[config.mk]
export PLATFORM = sky130hd
export DESIGN_NAME = ctrl_fsm_multicycle
export DESIGN_NICKNAME = d
export VERILOG_FILES = /design/src/rtl/ctrl_pkg.sv /design/src/rtl/branch_cond_eval.sv /design/src/rtl/ctrl_fsm_multicycle.sv
export SDC_FILE = /design/constraint.sdc
export NUM_CORES = 1
export LEC_CHECK = 0
export BUFFER_PORTS_ARGS = -buffer_cell sky130_fd_sc_hd__buf_2
export CAP_MARGIN = 20
export CORE_UTILIZATION = 53
export DETAILED_ROUTE_END_ITERATION = 7
export PLACE_DENSITY = 0.8
export SLEW_MARGIN = 10
export SYNTH_ARGS = -nofsm -noshare
export SYNTH_HDL_FRONTEND = slang
export SYNTH_SLANG_ARGS = --single-unit
[constraint.sdc]
create_clock -name clk -period 2.3 [get_ports clk]
set_input_delay 0.23 -clock clk [delete_from_list [all_inputs] [get_ports clk]]
set_output_delay 0.23 -clock clk [all_outputs]
set_load 0.02 [all_outputs]
[src/rtl/ctrl_pkg.sv]
// Shared opcode map, FSM state type and datapath select encodings for the
// KGPminiRISC multi-cycle control sequencer.
package ctrl_pkg;

  localparam int OP_R    = 0;
  localparam int OP_I    = 1;
  localparam int OP_LW   = 2;
  localparam int OP_SW   = 3;
  localparam int OP_BR   = 4;
  localparam int OP_BLTZ = 5;
  localparam int OP_BZ   = 6;
  localparam int OP_BNZ  = 7;
  localparam int OP_B    = 8;
  localparam int OP_BL   = 9;
  localparam int OP_BCY  = 10;
  localparam int OP_BNCY = 11;

  typedef enum logic [3:0] {
    FETCH, DECODE, EXEC, ADDR, MEM, WB, BRANCH, HALT, TRAP
  } state_t;

  typedef enum logic [2:0] {
    CLS_R, CLS_I, CLS_LW, CLS_SW, CLS_BRANCH, CLS_HALT, CLS_ILLEGAL
  } op_class_t;

  localparam logic [1:0] REGDST_RD   = 2'b00;
  localparam logic [1:0] REGDST_RT   = 2'b01;
  localparam logic [1:0] REGDST_LINK = 2'b10;

  localparam logic [1:0] MTR_ALU = 2'b00;
  localparam logic [1:0] MTR_MEM = 2'b01;
  localparam logic [1:0] MTR_PC  = 2'b10;

  localparam logic [1:0] ALU_R    = 2'b00;
  localparam logic [1:0] ALU_IMM  = 2'b01;
  localparam logic [1:0] ALU_ADDR = 2'b10;
  localparam logic [1:0] ALU_PASS = 2'b11;

  localparam logic [1:0] ADDRSEL_PCREL = 2'b00;
  localparam logic [1:0] ADDRSEL_REG   = 2'b01;
  localparam logic [1:0] ADDRSEL_COND  = 2'b10;

  // The all-ones halt code depends on the opcode width, so the caller passes it in.
  function automatic op_class_t classify(input int op, input logic all_ones);
    op_class_t cls;
    if (all_ones) begin
      cls = CLS_HALT;
    end else begin
      case (op)
        OP_R:    cls = CLS_R;
        OP_I:    cls = CLS_I;
        OP_LW:   cls = CLS_LW;
        OP_SW:   cls = CLS_SW;
        OP_BR, OP_BLTZ, OP_BZ, OP_BNZ, OP_B, OP_BL, OP_BCY, OP_BNCY:
                 cls = CLS_BRANCH;
        default: cls = CLS_ILLEGAL;
      endcase
    end
    return cls;
  endfunction

endpackage

[src/rtl/branch_cond_eval.sv]
// Combinational branch-taken evaluation for the latched branch opcode.
module branch_cond_eval
  import ctrl_pkg::*;
#(
  parameter int OPW = 6
) (
  input  logic [OPW-1:0] opcode,
  input  logic           rs_zero,
  input  logic           rs_neg,
  input  logic           carry_flag,
  output logic           taken
);

  always_comb begin
    taken = 1'b0;
    case (int'(opcode))
      OP_BR, OP_B, OP_BL: taken = 1'b1;
      OP_BLTZ:            taken = rs_neg;
      OP_BZ:              taken = rs_zero;
      OP_BNZ:             taken = !rs_zero;
      OP_BCY:             taken = carry_flag;
      OP_BNCY:            taken = !carry_flag;
      default:            taken = 1'b0;
    endcase
  end

endmodule

[src/rtl/ctrl_fsm_multicycle.sv]
// Multi-cycle control sequencer: FETCH/DECODE/EXEC/ADDR/MEM/WB/BRANCH walk with
// memory handshake, carry flag ownership and a retired-instruction counter.
module ctrl_fsm_multicycle
  import ctrl_pkg::*;
#(
  parameter int OPW    = 6,
  parameter int ALUOPW = 2,
  parameter int CNTW   = 32
) (
  input  logic              clk,
  input  logic              rst,
  input  logic [OPW-1:0]    opcode,
  input  logic              mem_ready,
  input  logic              alu_carry,
  input  logic              rs_zero,
  input  logic              rs_neg,
  output logic              mem_req,
  output logic              ir_write,
  output logic              pc_inc,
  output logic              pc_write,
  output logic              RegWrite,
  output logic [1:0]        RegDst,
  output logic              MemRead,
  output logic              MemWrite,
  output logic [1:0]        MemToReg,
  output logic [ALUOPW-1:0] ALUop,
  output logic              ALUsrc,
  output logic [1:0]        AddrSel,
  output logic              carry_flag,
  output logic [CNTW-1:0]   retired,
  output logic              halted,
  output logic              illegal
);

  state_t         state, next_state;
  logic           run;
  logic [OPW-1:0] op_q;
  op_class_t      cls;
  int             op_int;
  logic           taken;
  logic           carry_en;
  logic           retire;
  logic [1:0]     alu_sel;

  assign op_int = int'(op_q);
  assign cls    = classify(op_int, &op_q);
  assign ALUop  = ALUOPW'(alu_sel);

  branch_cond_eval #(.OPW(OPW)) u_branch_cond_eval (
    .opcode     (op_q),
    .rs_zero    (rs_zero),
    .rs_neg     (rs_neg),
    .carry_flag (carry_flag),
    .taken      (taken)
  );

  // run holds everything quiet until the first clock edge after reset release.
  always_ff @(posedge clk or posedge rst) begin
    if (rst) begin
      state      <= FETCH;
      run        <= 1'b0;
      op_q       <= '0;
      carry_flag <= 1'b0;
      retired    <= '0;
    end else begin
      run <= 1'b1;
      if (run) state <= next_state;
      if (state == DECODE) op_q <= opcode;
      if (carry_en) carry_flag <= alu_carry;
      if (retire) retired <= retired + CNTW'(1);
    end
  end

  always_comb begin
    next_state = state;
    mem_req    = 1'b0;
    ir_write   = 1'b0;
    pc_inc     = 1'b0;
    pc_write   = 1'b0;
    RegWrite   = 1'b0;
    RegDst     = REGDST_RD;
    MemRead    = 1'b0;
    MemWrite   = 1'b0;
    MemToReg   = MTR_ALU;
    alu_sel    = ALU_R;
    ALUsrc     = 1'b0;
    AddrSel    = ADDRSEL_PCREL;
    halted     = 1'b0;
    illegal    = 1'b0;
    carry_en   = 1'b0;
    retire     = 1'b0;
    if (run) begin
      case (state)
        FETCH: begin
          mem_req = 1'b1;
          MemRead = 1'b1;
          if (mem_ready) begin
            ir_write   = 1'b1;
            pc_inc     = 1'b1;
            next_state = DECODE;
          end
        end
        DECODE: begin
          case (classify(int'(opcode), &opcode))
            CLS_R, CLS_I:   next_state = EXEC;
            CLS_LW, CLS_SW: next_state = ADDR;
            CLS_BRANCH:     next_state = BRANCH;
            CLS_HALT:       next_state = HALT;
            default:        next_state = TRAP;
          endcase
        end
        EXEC: begin
          alu_sel    = (cls == CLS_I) ? ALU_IMM : ALU_R;
          ALUsrc     = (cls == CLS_I);
          carry_en   = 1'b1;
          next_state = WB;
        end
        ADDR: begin
          alu_sel    = ALU_ADDR;
          ALUsrc     = 1'b1;
          next_state = MEM;
        end
        MEM: begin
          mem_req  = 1'b1;
          MemRead  = (cls == CLS_LW);
          MemWrite = (cls == CLS_SW);
          if (mem_ready) begin
            if (cls == CLS_LW) begin
              next_state = WB;
            end else begin
              retire     = 1'b1;
              next_state = FETCH;
            end
          end
        end
        WB: begin
          RegWrite   = 1'b1;
          RegDst     = (cls == CLS_R) ? REGDST_RD : REGDST_RT;
          MemToReg   = (cls == CLS_LW) ? MTR_MEM : MTR_ALU;
          retire     = 1'b1;
          next_state = FETCH;
        end
        BRANCH: begin
          pc_write = taken;
          if (op_int == OP_BR)
            AddrSel = ADDRSEL_REG;
          else if (op_int == OP_BLTZ || op_int == OP_BZ || op_int == OP_BNZ)
            AddrSel = ADDRSEL_COND;
          else
            AddrSel = ADDRSEL_PCREL;
          if (op_int == OP_BL) begin
            RegWrite = 1'b1;
            RegDst   = REGDST_LINK;
            MemToReg = MTR_PC;
          end
          retire     = 1'b1;
          next_state = FETCH;
        end
        HALT:    halted  = 1'b1;
        TRAP:    illegal = 1'b1;
        default: next_state = TRAP;
      endcase
    end
  end

endmodule

# ---- Word-level counts from Yosys, hierarchy flattened
# Memory sizes are Yosys's and may differ from the RTL's.
# Index checks and enable logic that the tools add are counted.
dict set report totals {
  ramBits 0
  elab_cells 110
  in_bits 12
  latch_bits 0
  rom_bits 96
  memories 2
  out_inout_bits 51
  register_bits 44
}
# name depth width read_ports rd_clocked_by_memory_dff write_ports line_no
set mem_list {}
lappend mem_list {{(no name shown)} 16 3 1 0 0 ctrl_pkg.sv:49} ;# case (op)
lappend mem_list {{(no name shown)} 16 3 1 0 0 ctrl_pkg.sv:49}
dict set report classes {
  n_lt_le_gt_ge 0
  div_mod_pow 0
  n_mux 52
  shifts 0
  add_sub_neg 1
  multipliers 0
  eq_ne 31
  bitwise_logic 1
  n_reduce_logical 18
}
# op count
set op_table {}
lappend op_table {{$eq A6 B4 Y1 const B} 8}
lappend op_table {{$add A32 B1 Y32 const B} 1}
lappend op_table {{$logic_not A28 Y1} 1}
lappend op_table {{$pmux W4 S7} 1}
lappend op_table {{$mux W1} 25}
lappend op_table {{$eq A6 B3 Y1 const B} 4}
lappend op_table {{$mux W3} 7}
lappend op_table {{$eq A4 B3 Y1 const B} 4}
lappend op_table {{$mux W2} 8}
lappend op_table {{$pmux W4 S4} 1}
lappend op_table {{$eq A3 B2 Y1 const B} 4}
lappend op_table {{$pmux W2 S2} 3}
lappend op_table {{$reduce_and A6 Y1} 2}
lappend op_table {{$reduce_or A2 Y1} 5}
lappend op_table {{$eq A4 B2 Y1 const B} 2}
lappend op_table {{$mux W4} 2}
lappend op_table {{$pmux W1 S2} 4}
lappend op_table {{$eq A3 B1 Y1 const B} 2}
lappend op_table {{$eq A3 B3 Y1 const B} 2}
lappend op_table {{$eq A6 B5 Y1 const B} 1}
lappend op_table {{$logic_not A3 Y1} 2}
lappend op_table {{$pmux W1 S6} 1}
lappend op_table {{$eq A4 B1 Y1 const B} 1}
lappend op_table {{$eq A4 B4 Y1 const B} 1}
lappend op_table {{other kinds (8)} 11}

# ---- Logic depth before layout (Yosys ltp)
# Gate-level depths: netlist (run 1).
dict set report logic_depth {
  depth_word 9
  depth_mapped 6
  ltp_nobuf 6
}

# ---- Hierarchy
# From an unflattened synthesis (run 1), not the netlist that was laid out.
dict set report unflattened {
  cells_unflattened 240
  hier_area_um2 2411.1
}
# mod seq_area_each_um2 area_each_um2 cells_per_inst n_inst
set by_module_without_submodules {}
lappend by_module_without_submodules {ctrl_fsm_multicycle 1101.1 2362.3 234 1}
lappend by_module_without_submodules {branch_cond_eval 0.0 48.8 6 1}

# ---- Least setup slack after synthesis (run 1)
# No wires, ideal clock.
dict set report synth_path {
  path_kind {register -> register}
  start {register retired[10]}
  end {register retired[27]}
  n_path_buf 0
  arrival_ns 1.980
  stages_incl_launch_ff 6
  path_slack_ns 0.190
  required_ns 2.171
  path_cell_list {dfrtp_1 nand4_2 or4_4 a2111oi_4 nand4_1 xnor2_1}
}
dict set report synth_between {
  elab_chain_cells 1
}
# item line_no
set synth_lines {}
lappend synth_lines {{from (decl)} ctrl_fsm_multicycle.sv:30} ;# output logic [CNTW-1:0] retired,
lappend synth_lines {{from (signal assigned)} ctrl_fsm_multicycle.sv:70} ;# if (retire) retired <= retired + CNTW'(1);
lappend synth_lines {{$add A32 B1 Y32} ctrl_fsm_multicycle.sv:70}
# Every way passes these cells.
# A chain may end at the register's enable or synchronous reset.

# ---- Final worst setup path (run 1)
# Ends and elaborated chain as after synthesis.

==> impl_summary.txt, run 1 <==
----------------------------------------------------
[Critical path]
  Setup slack, reg-to-reg ... 130 ps
  Critical Path Sink Type ... flip-flop
  Arrival time of the worst setup path ... 2350 ps
  Capturing instance or port of the critical path ... retired[27]$_DFFE_PP0P_
  Startpoint of the lowest-slack register-to-register path ... retired[10]$_DFFE_PP0P_
  Length in cells of the worst reg-to-reg path ... 5
  Class of the most critical setup path ... flip-flop to flip-flop
  Biggest fanout along the worst timing path ... 6
  Worst Path Required ... 2480 ps
  Endpoint of the lowest-slack register-to-register path ... retired[27]$_DFFE_PP0P_
  CP Launch Point ... retired[10]$_DFFE_PP0P_
  Kind of start point of the critical path ... flip-flop

[Floorplanning]
  Top Ports ... between 60 and 70
  Core area ... approximately 4400 sq um
  Die extent in x ... 69.3 um
  Die height ... about 70 um
  Cell row count ... 24
  Full die area ... 4800 sq um
  Effective utilization at floorplan ... 55.1%

[Pwr]
  Largest vdd supply drop ... roughly 0.6 mV
  Tot Pwr ... 2.19 mW
  Leakage power summed over all cells ... 1.37 nW
  Pwr/cell area ... 744 nW/um^2

[Synthesis]
  Synthesized-area fraction occupied by ao, oa, aoi and oai cells ... 9.81%
  Yosys warns ... 0
  Most used flip-flop cell after synthesis ... sky130_fd_sc_hd__dfrtp_1
  Largest family of logic cells by synthesized area ... simple AND/OR/NAND/NOR gates
  Share of synthesized area spent on multiplexers ... 2.82%
  Synth async-reset ratio ... 100%
  Number of synthesized flops with an enable pin ... 0
  Cell area after synthesis ... about 2400 sq um
  Register bit total from synthesis ... 44
  Unique masters post-synth ... 45
  Xor and xnor area share after synthesis ... roughly an eighth
  Post-Syn Area per Cell ... 10.1 sq um
  Area share of and/or/nand/nor cells after synthesis ... 25.5%
  Synthesized-area fraction occupied by adder cells ... 0.522%
  Sequential-to-total area share from yosys stat ... 45.9%
  Number of instances in the synthesized netlist ... 238
  Syn Nets ... 251

[Place]
  Gpl congestion ... around 0.86
  Port Buffer Count ... a little over 60
  Pre-CTS setup slack ... 204 ps
  HPWL Detailed ... between 3000 and 4000 um
  Total instance count after detailed placement ... about 360
  Instance area after placement ... 2810 sq um

[Timing]
  Summed negative setup slack over all endpoints ... 0 ps
  Endpoints failing setup ... 0
  Number of hold violations in the final report ... 0
  Worst Tran Pin Value ... 551 ps
  Pins Over Slew Limit ... 0
  Final worst setup slack ... 129 ps
  Final Critical Period ... 2170 ps
  Post-route clock period utilization ... a little over nine tenths
  Fin Clk Skew ... 8.37 ps
  Rel. slew slack ... a little over three fifths
  Peak clock frequency supported by timing ... 461 MHz
  Setup repair after global routing missed its margin ... no

[Layout]
  Antenna Diode Count ... 0
  Non-Filler Instances ... 363
  Fraction of final layout cells with drive strength greater than 1 ... 30.5%
  NumNets Final ... between 300 and 400
  Growth of design area from synthesis to finish ... 22.6%
  Area of all placed cells without fillers ... 2940 sq um

[Clock tree]
  Total CTS buffers ... 5
  Clock transition at the register clock pins on the worst setup and hold paths after CTS ... 80 ps
  Clock sinks ... 44
  CTS root buffer ... sky130_fd_sc_hd__clkbuf_8
  Setup Buffers After CTS ... 0
  Hold buffers post-CTS ... 0
  CTS H-tree depth ... 2
  Number of buffers on the longest clock path ... 2
  Post-cts sizing count ... 0
  Clock latency at the later pin of the worst-skew pair ... 300 ps
  TritonCTS clock tree ... built

[Detailed routing]
  Number of detailed-route iterations in the first pass ... 4
  Total wire length ... between 5000 and 6000 um
  Residual DRC ... 0
  First DRT Iteration DRCs ... 165
  Routed wire per std cell ... approximately 15 um
  Routed vias ... between 2000 and 2500
  Via count normalized by instance count ... around 5.7
  Number of nets still failing antenna checks after routing ... 0

[GRT]
  Pin count of the biggest net entering global routing ... 45
  Overflow after GRT ... 0
  Global routing usage summed across all routing layers ... 23.8%
  Initial antenna violation count ... 0
  Number of global-route vias before repair ... 1958
  Wire length of the first global-routing pass ... 9160 um

[Hold path]
  HP Class ... input pin to async pin

[Run]
  Max-capacitance violation count ... 0

[Run status]
  Run status ... complete, no violations

----------------------------------------------------
==> cell usage in the layout, fill, tap and decap left out, drive strengths merged, types with 8 or more instances in the layout <==
cell and count:
xnor2 16, nor4 8, nor3 14, nand2 17
inv 9, dfrtp 44, buf 72, nor2 22
xor2 18, nand3 14
==> critical path, cell delays in order, from the launching register on <==
cell	delay [ps]
sky130_fd_sc_hd__dfrtp_1	430
sky130_fd_sc_hd__nand4_2	180
sky130_fd_sc_hd__or4_4	560
sky130_fd_sc_hd__a2111oi_4	500
sky130_fd_sc_hd__nand4_1	220
sky130_fd_sc_hd__xnor2_1	170
==> final cells by class <==
cell class / count / area (sq um)
Fill cell: 346 / 1420
Multi-Input combinational cell: 178 / 1230
Sequential cell: 44 / 1100
Timing Repair Buffer: 72 / 385
Clock buffer: 7 / 96.3
Tap cell: 52 / 65.1
Inverter: 9 / 33.8
Clock inverter: 1 / 30.0
==> state kept, by name, summed over array words and instances, names as in the netlist <==
signal	count
state	4
run	1
carry_flag	1
op_q	6
retired	32
==> worst min path at each step <==
stage / end / slack (ps) / cells past startpoint
4_1_cts: retired[30]$_DFFE_PP0P_ / 70 / 3
3_3_place_gp: retired[30]$_DFFE_PP0P_ / 390 / 3
3_5_place_dp: retired[30]$_DFFE_PP0P_ / 400 / 3
2_1_floorplan: op_q[0]$_DFFE_PP0N_ / 350 / 2
5_1_grt: retired[30]$_DFFE_PP0P_ / 100 / 3
6_report: op_q[5]$_DFFE_PP0N_ / 60 / 3
==> power breakdown <==
group | switching (mW) | leakage [nW] | internal, mW
Clock | 0.260 | 0.0645 | 0.383
Combinational | 0.332 | 0.748 | 0.233
Sequential | 0.117 | 0.559 | 0.863
Total | 0.708 | 1.37 | 1.48
==> Yosys cell counts, types with 2 or more instances <==
library cell	number	area, sq um
sky130_fd_sc_hd__nor4_1	6	37.5
sky130_fd_sc_hd__xnor2_1	16	140
sky130_fd_sc_hd__nor3_1	13	65.1
sky130_fd_sc_hd__nand2_1	17	63.8
sky130_fd_sc_hd__nand3_1	14	70.1
sky130_fd_sc_hd__nand4_1	6	37.5
sky130_fd_sc_hd__buf_4	2	15.0
sky130_fd_sc_hd__inv_1	9	33.8
sky130_fd_sc_hd__mux2_2	6	67.6
sky130_fd_sc_hd__dfrtp_1	44	1100
sky130_fd_sc_hd__a21oi_1	4	20.0
sky130_fd_sc_hd__and3_1	4	25.0
sky130_fd_sc_hd__nor2_1	22	82.6
sky130_fd_sc_hd__a31oi_1	3	18.8
sky130_fd_sc_hd__and4_1	6	52.6
sky130_fd_sc_hd__a2111oi_4	2	55.1
sky130_fd_sc_hd__nand2b_1	4	25.0
sky130_fd_sc_hd__xor2_1	18	158
sky130_fd_sc_hd__clkbuf_1	4	15.0
sky130_fd_sc_hd__o21ai_0	6	30.0
sky130_fd_sc_hd__a211oi_1	4	30.0
sky130_fd_sc_hd__o31ai_1	3	22.5
sky130_fd_sc_hd__nor2b_1	3	18.8
==> per-stage QoR <==
step           util [%]  hold slack, ps
6_report           67.5            56.0
2_1_floorplan         -             347
5_1_grt            67.5            99.4
3_3_place_gp       64.6             392
3_5_place_dp       64.6             399
4_1_cts            67.5            69.3
==> per-layer routing <==
| metal | GRT usage [%] | part of all wire, % | wire length (um) | vias to the layer above |
|---|---|---|---|---|
| met5 | 0 | 0 | 0 | - |
| met4 | 11.1 | 2.6 | 138 | 0 |
| met3 | 3.05 | 3.8 | 199 | 13 |
| met2 | 36.7 | 48 | 2530 | 58 |
| met1 | 33.5 | 46 | 2410 | 1004 |
| li1 | - | - | - | 987 |
==> kinds of logic (layout without fill, tap and decap cells) <==
family / after synthesis / count (layout)
AOI/OAI and AO/OA: 28 / 28
xor gates and xnor gates: 34 / 34
adders and majority gates: 1 / 1
buffers and inverters: 16 / 89
DFF: 44 / 44
muxes: 6 / 6
other: 1 / 1
and+or+nand+nor: 108 / 108
Note: power is estimated with default switching activity, not from simulation.
==> run 2, diff against run 1 <==
--- a/config.mk
+++ b/config.mk
@@ -6,10 +6,10 @@
 export NUM_CORES = 1
 export LEC_CHECK = 0
 export BUFFER_PORTS_ARGS = -buffer_cell sky130_fd_sc_hd__buf_2
-export CAP_MARGIN = 20
-export CORE_UTILIZATION = 53
+export CORE_UTILIZATION = 55
 export DETAILED_ROUTE_END_ITERATION = 7
-export PLACE_DENSITY = 0.8
+export PLACE_DENSITY = 0.83
+export REMOVE_ABC_BUFFERS = 1
 export SLEW_MARGIN = 10
 export SYNTH_ARGS = -nofsm -noshare
 export SYNTH_HDL_FRONTEND = slang
==> constraint.sdc (replaced) <==
create_clock -name clk -period 2.6 [get_ports clk]
set_input_delay 0.26 -clock clk [delete_from_list [all_inputs] [get_ports clk]]
set_output_delay 0.26 -clock clk [all_outputs]
set_load 0.02 [all_outputs]
==> impl_summary.txt, run 2 (synthesis results as in run 1) <==
----------------------------------------------------
[Run status]
  Run status ... complete, no violations

[Clock tree]
  Hold buffers post-CTS ... 0
  Post-cts sizing count ... 0
  Clock transition at the register clock pins on the worst setup and hold paths after CTS ... 90 ps
  CTS root buffer ... sky130_fd_sc_hd__clkbuf_8
  TritonCTS clock tree ... built
  Number of buffers on the longest clock path ... 2
  Clock latency at the later pin of the worst-skew pair ... 300 ps
  Clock sinks ... between 40 and 50
  CTS H-tree depth ... 2
  Setup Buffers After CTS ... 0
  Total CTS buffers ... 5

[Floorplanning]
  Full die area ... approximately 4600 sq um
  Core area ... slightly above 4000 sq um
  Cell row count ... 23
  Effective utilization at floorplan ... 58.7%
  Top Ports ... 63
  Die height ... 68.0 um
  Die extent in x ... around 70 um

[Timing]
  Worst Tran Pin Value ... 637 ps
  Setup repair after global routing missed its margin ... no
  Pins Over Slew Limit ... 0
  Post-route clock period utilization ... about 87%
  Endpoints failing setup ... 0
  Final Critical Period ... 2260 ps
  Number of hold violations in the final report ... 0
  Summed negative setup slack over all endpoints ... 0 ps
  Fin Clk Skew ... between 7 and 8 ps
  Hold WS ... 78.8 ps
  Rel. slew slack ... 57.3%
  Peak clock frequency supported by timing ... 443 MHz

[Detailed routing]
  Number of nets still failing antenna checks after routing ... 0
  Routed vias ... 2003
  Residual DRC ... 0
  First DRT Iteration DRCs ... between 150 and 200
  Total wire length ... between 5000 and 6000 um
  Number of detailed-route iterations in the first pass ... 4
  Via count normalized by instance count ... 5.66
  Routed wire per std cell ... between 10 and 15 um

[Critical path]
  Setup slack, reg-to-reg ... 340 ps
  Length in cells of the worst reg-to-reg path ... 5
  Kind of start point of the critical path ... flip-flop
  Startpoint of the lowest-slack register-to-register path ... state[0]$_DFFE_PP0P_
  Endpoint of the lowest-slack register-to-register path ... retired[23]$_DFFE_PP0P_
  Biggest fanout along the worst timing path ... 16
  Arrival time of the worst setup path ... 2450 ps
  Critical Path Sink Type ... flip-flop
  Worst Path Required ... 2790 ps
  Class of the most critical setup path ... flip-flop to flip-flop

[Layout]
  Fraction of final layout cells with drive strength greater than 1 ... 28.9%
  Top Registers ... retired: 32 flops, op_q: 6 flops, state: 4 flops
  Growth of design area from synthesis to finish ... 19.7%
  Top reg by flops ... retired
  Antenna Diode Count ... 0
  Total of fill cells in the finished design ... 321
  Most frequent cells in the layout ... sky130_fd_sc_hd__buf_2, sky130_fd_sc_hd__dfrtp_1, sky130_fd_sc_hd__nor2_1
  Commonest non-fill, non-tap cell in the layout ... sky130_fd_sc_hd__buf_2
  Max reg flops ... 32
  NumNets Final ... 316

[GRT]
  Global routing usage summed across all routing layers ... 23.9%
  Overflow after GRT ... 0
  Number of global-route vias before repair ... 1743
  Wire length of the first global-routing pass ... roughly 8000 um
  Initial antenna violation count ... 0
  Pin count of the biggest net entering global routing ... 45

[Place]
  Port Buffer Count ... 62
  Gpl congestion ... 0.864
  HPWL Detailed ... between 3000 and 4000 um

[Run]
  Max-capacitance violation count ... 0

[Pwr]
  Largest vdd supply drop ... 0.325 mV
  Pwr/cell area ... 650 nW/um^2
  Leakage power summed over all cells ... around 1.3 nW

[Hold path]
  HP Class ... input pin to async pin

----------------------------------------------------
-- run 2: stage by stage --
stage          util [%]  instance area (sq um)  cells  worst slack [ps]  total power [mW]
3_3_place_gp       67.5                   2760    346               456              1.33
4_1_cts            70.2                   2870    354               373              1.87
5_1_grt            70.2                   2870    354               236              1.96
6_report           70.2                   2870    354               342              1.86
2_1_floorplan         -                   2360    231               464              1.21
3_5_place_dp       67.5                   2760    346               388              1.35
-- run 2: worst max-delay path, cell delays in order (launching register included) --
cell and delay [ps]:
sky130_fd_sc_hd__dfrtp_1 560, sky130_fd_sc_hd__nand4bb_1 320, sky130_fd_sc_hd__a211o_4 370, sky130_fd_sc_hd__a2111oi_4 570
sky130_fd_sc_hd__nand3_1 180, sky130_fd_sc_hd__xnor2_1 150
-- run 2: how the worst max path moves through the flow --
stage / start / endpoint / cells after the start
floorplan: state[0]$_DFFE_PP0P_ / MemRead / 3
global placement: state[0]$_DFFE_PP0P_ / retired[28]$_DFFE_PP0P_ / 5
detailed placement: state[0]$_DFFE_PP0P_ / retired[27]$_DFFE_PP0P_ / 5
CTS: state[0]$_DFFE_PP0P_ / retired[28]$_DFFE_PP0P_ / 5
global route: state[0]$_DFFE_PP0P_ / retired[26]$_DFFE_PP0P_ / 5
finish: state[0]$_DFFE_PP0P_ / retired[23]$_DFFE_PP0P_ / 5
-- run 2: layout make-up --
cell class                      instances  area [sq um]  share of cell area, %
Inverter                                9          33.8                   1.18
Multi-Input combinational cell        178          1230                   42.8
Tap cell                               50          62.6                   2.18
Clock buffer                            5          68.8                   2.40
Timing Repair Buffer                   65           333                   11.6
Clock inverter                          3          42.5                   1.48
Sequential cell                        44          1100                   38.4
-- run 2: per-layer routing --
metal | wire (um) | GRT usage, % | vias up | part of all wire [%]
met3 | 328 | 5.17 | 7 | 6.3
met1 | 2420 | 35.4 | 935 | 47
met4 | 44 | 5.21 | 0 | 0.85
met2 | 2380 | 35.8 | 85 | 46
met5 | 0 | 0 | - | 0
li1 | - | - | 976 | -
-- run 2: power breakdown --
part	switching [mW]	internal, mW	leakage [nW]
logic	0.257	0.181	0.714
registers	0.134	0.763	0.559
clock network	0.244	0.284	0.0541
total	0.635	1.23	1.33
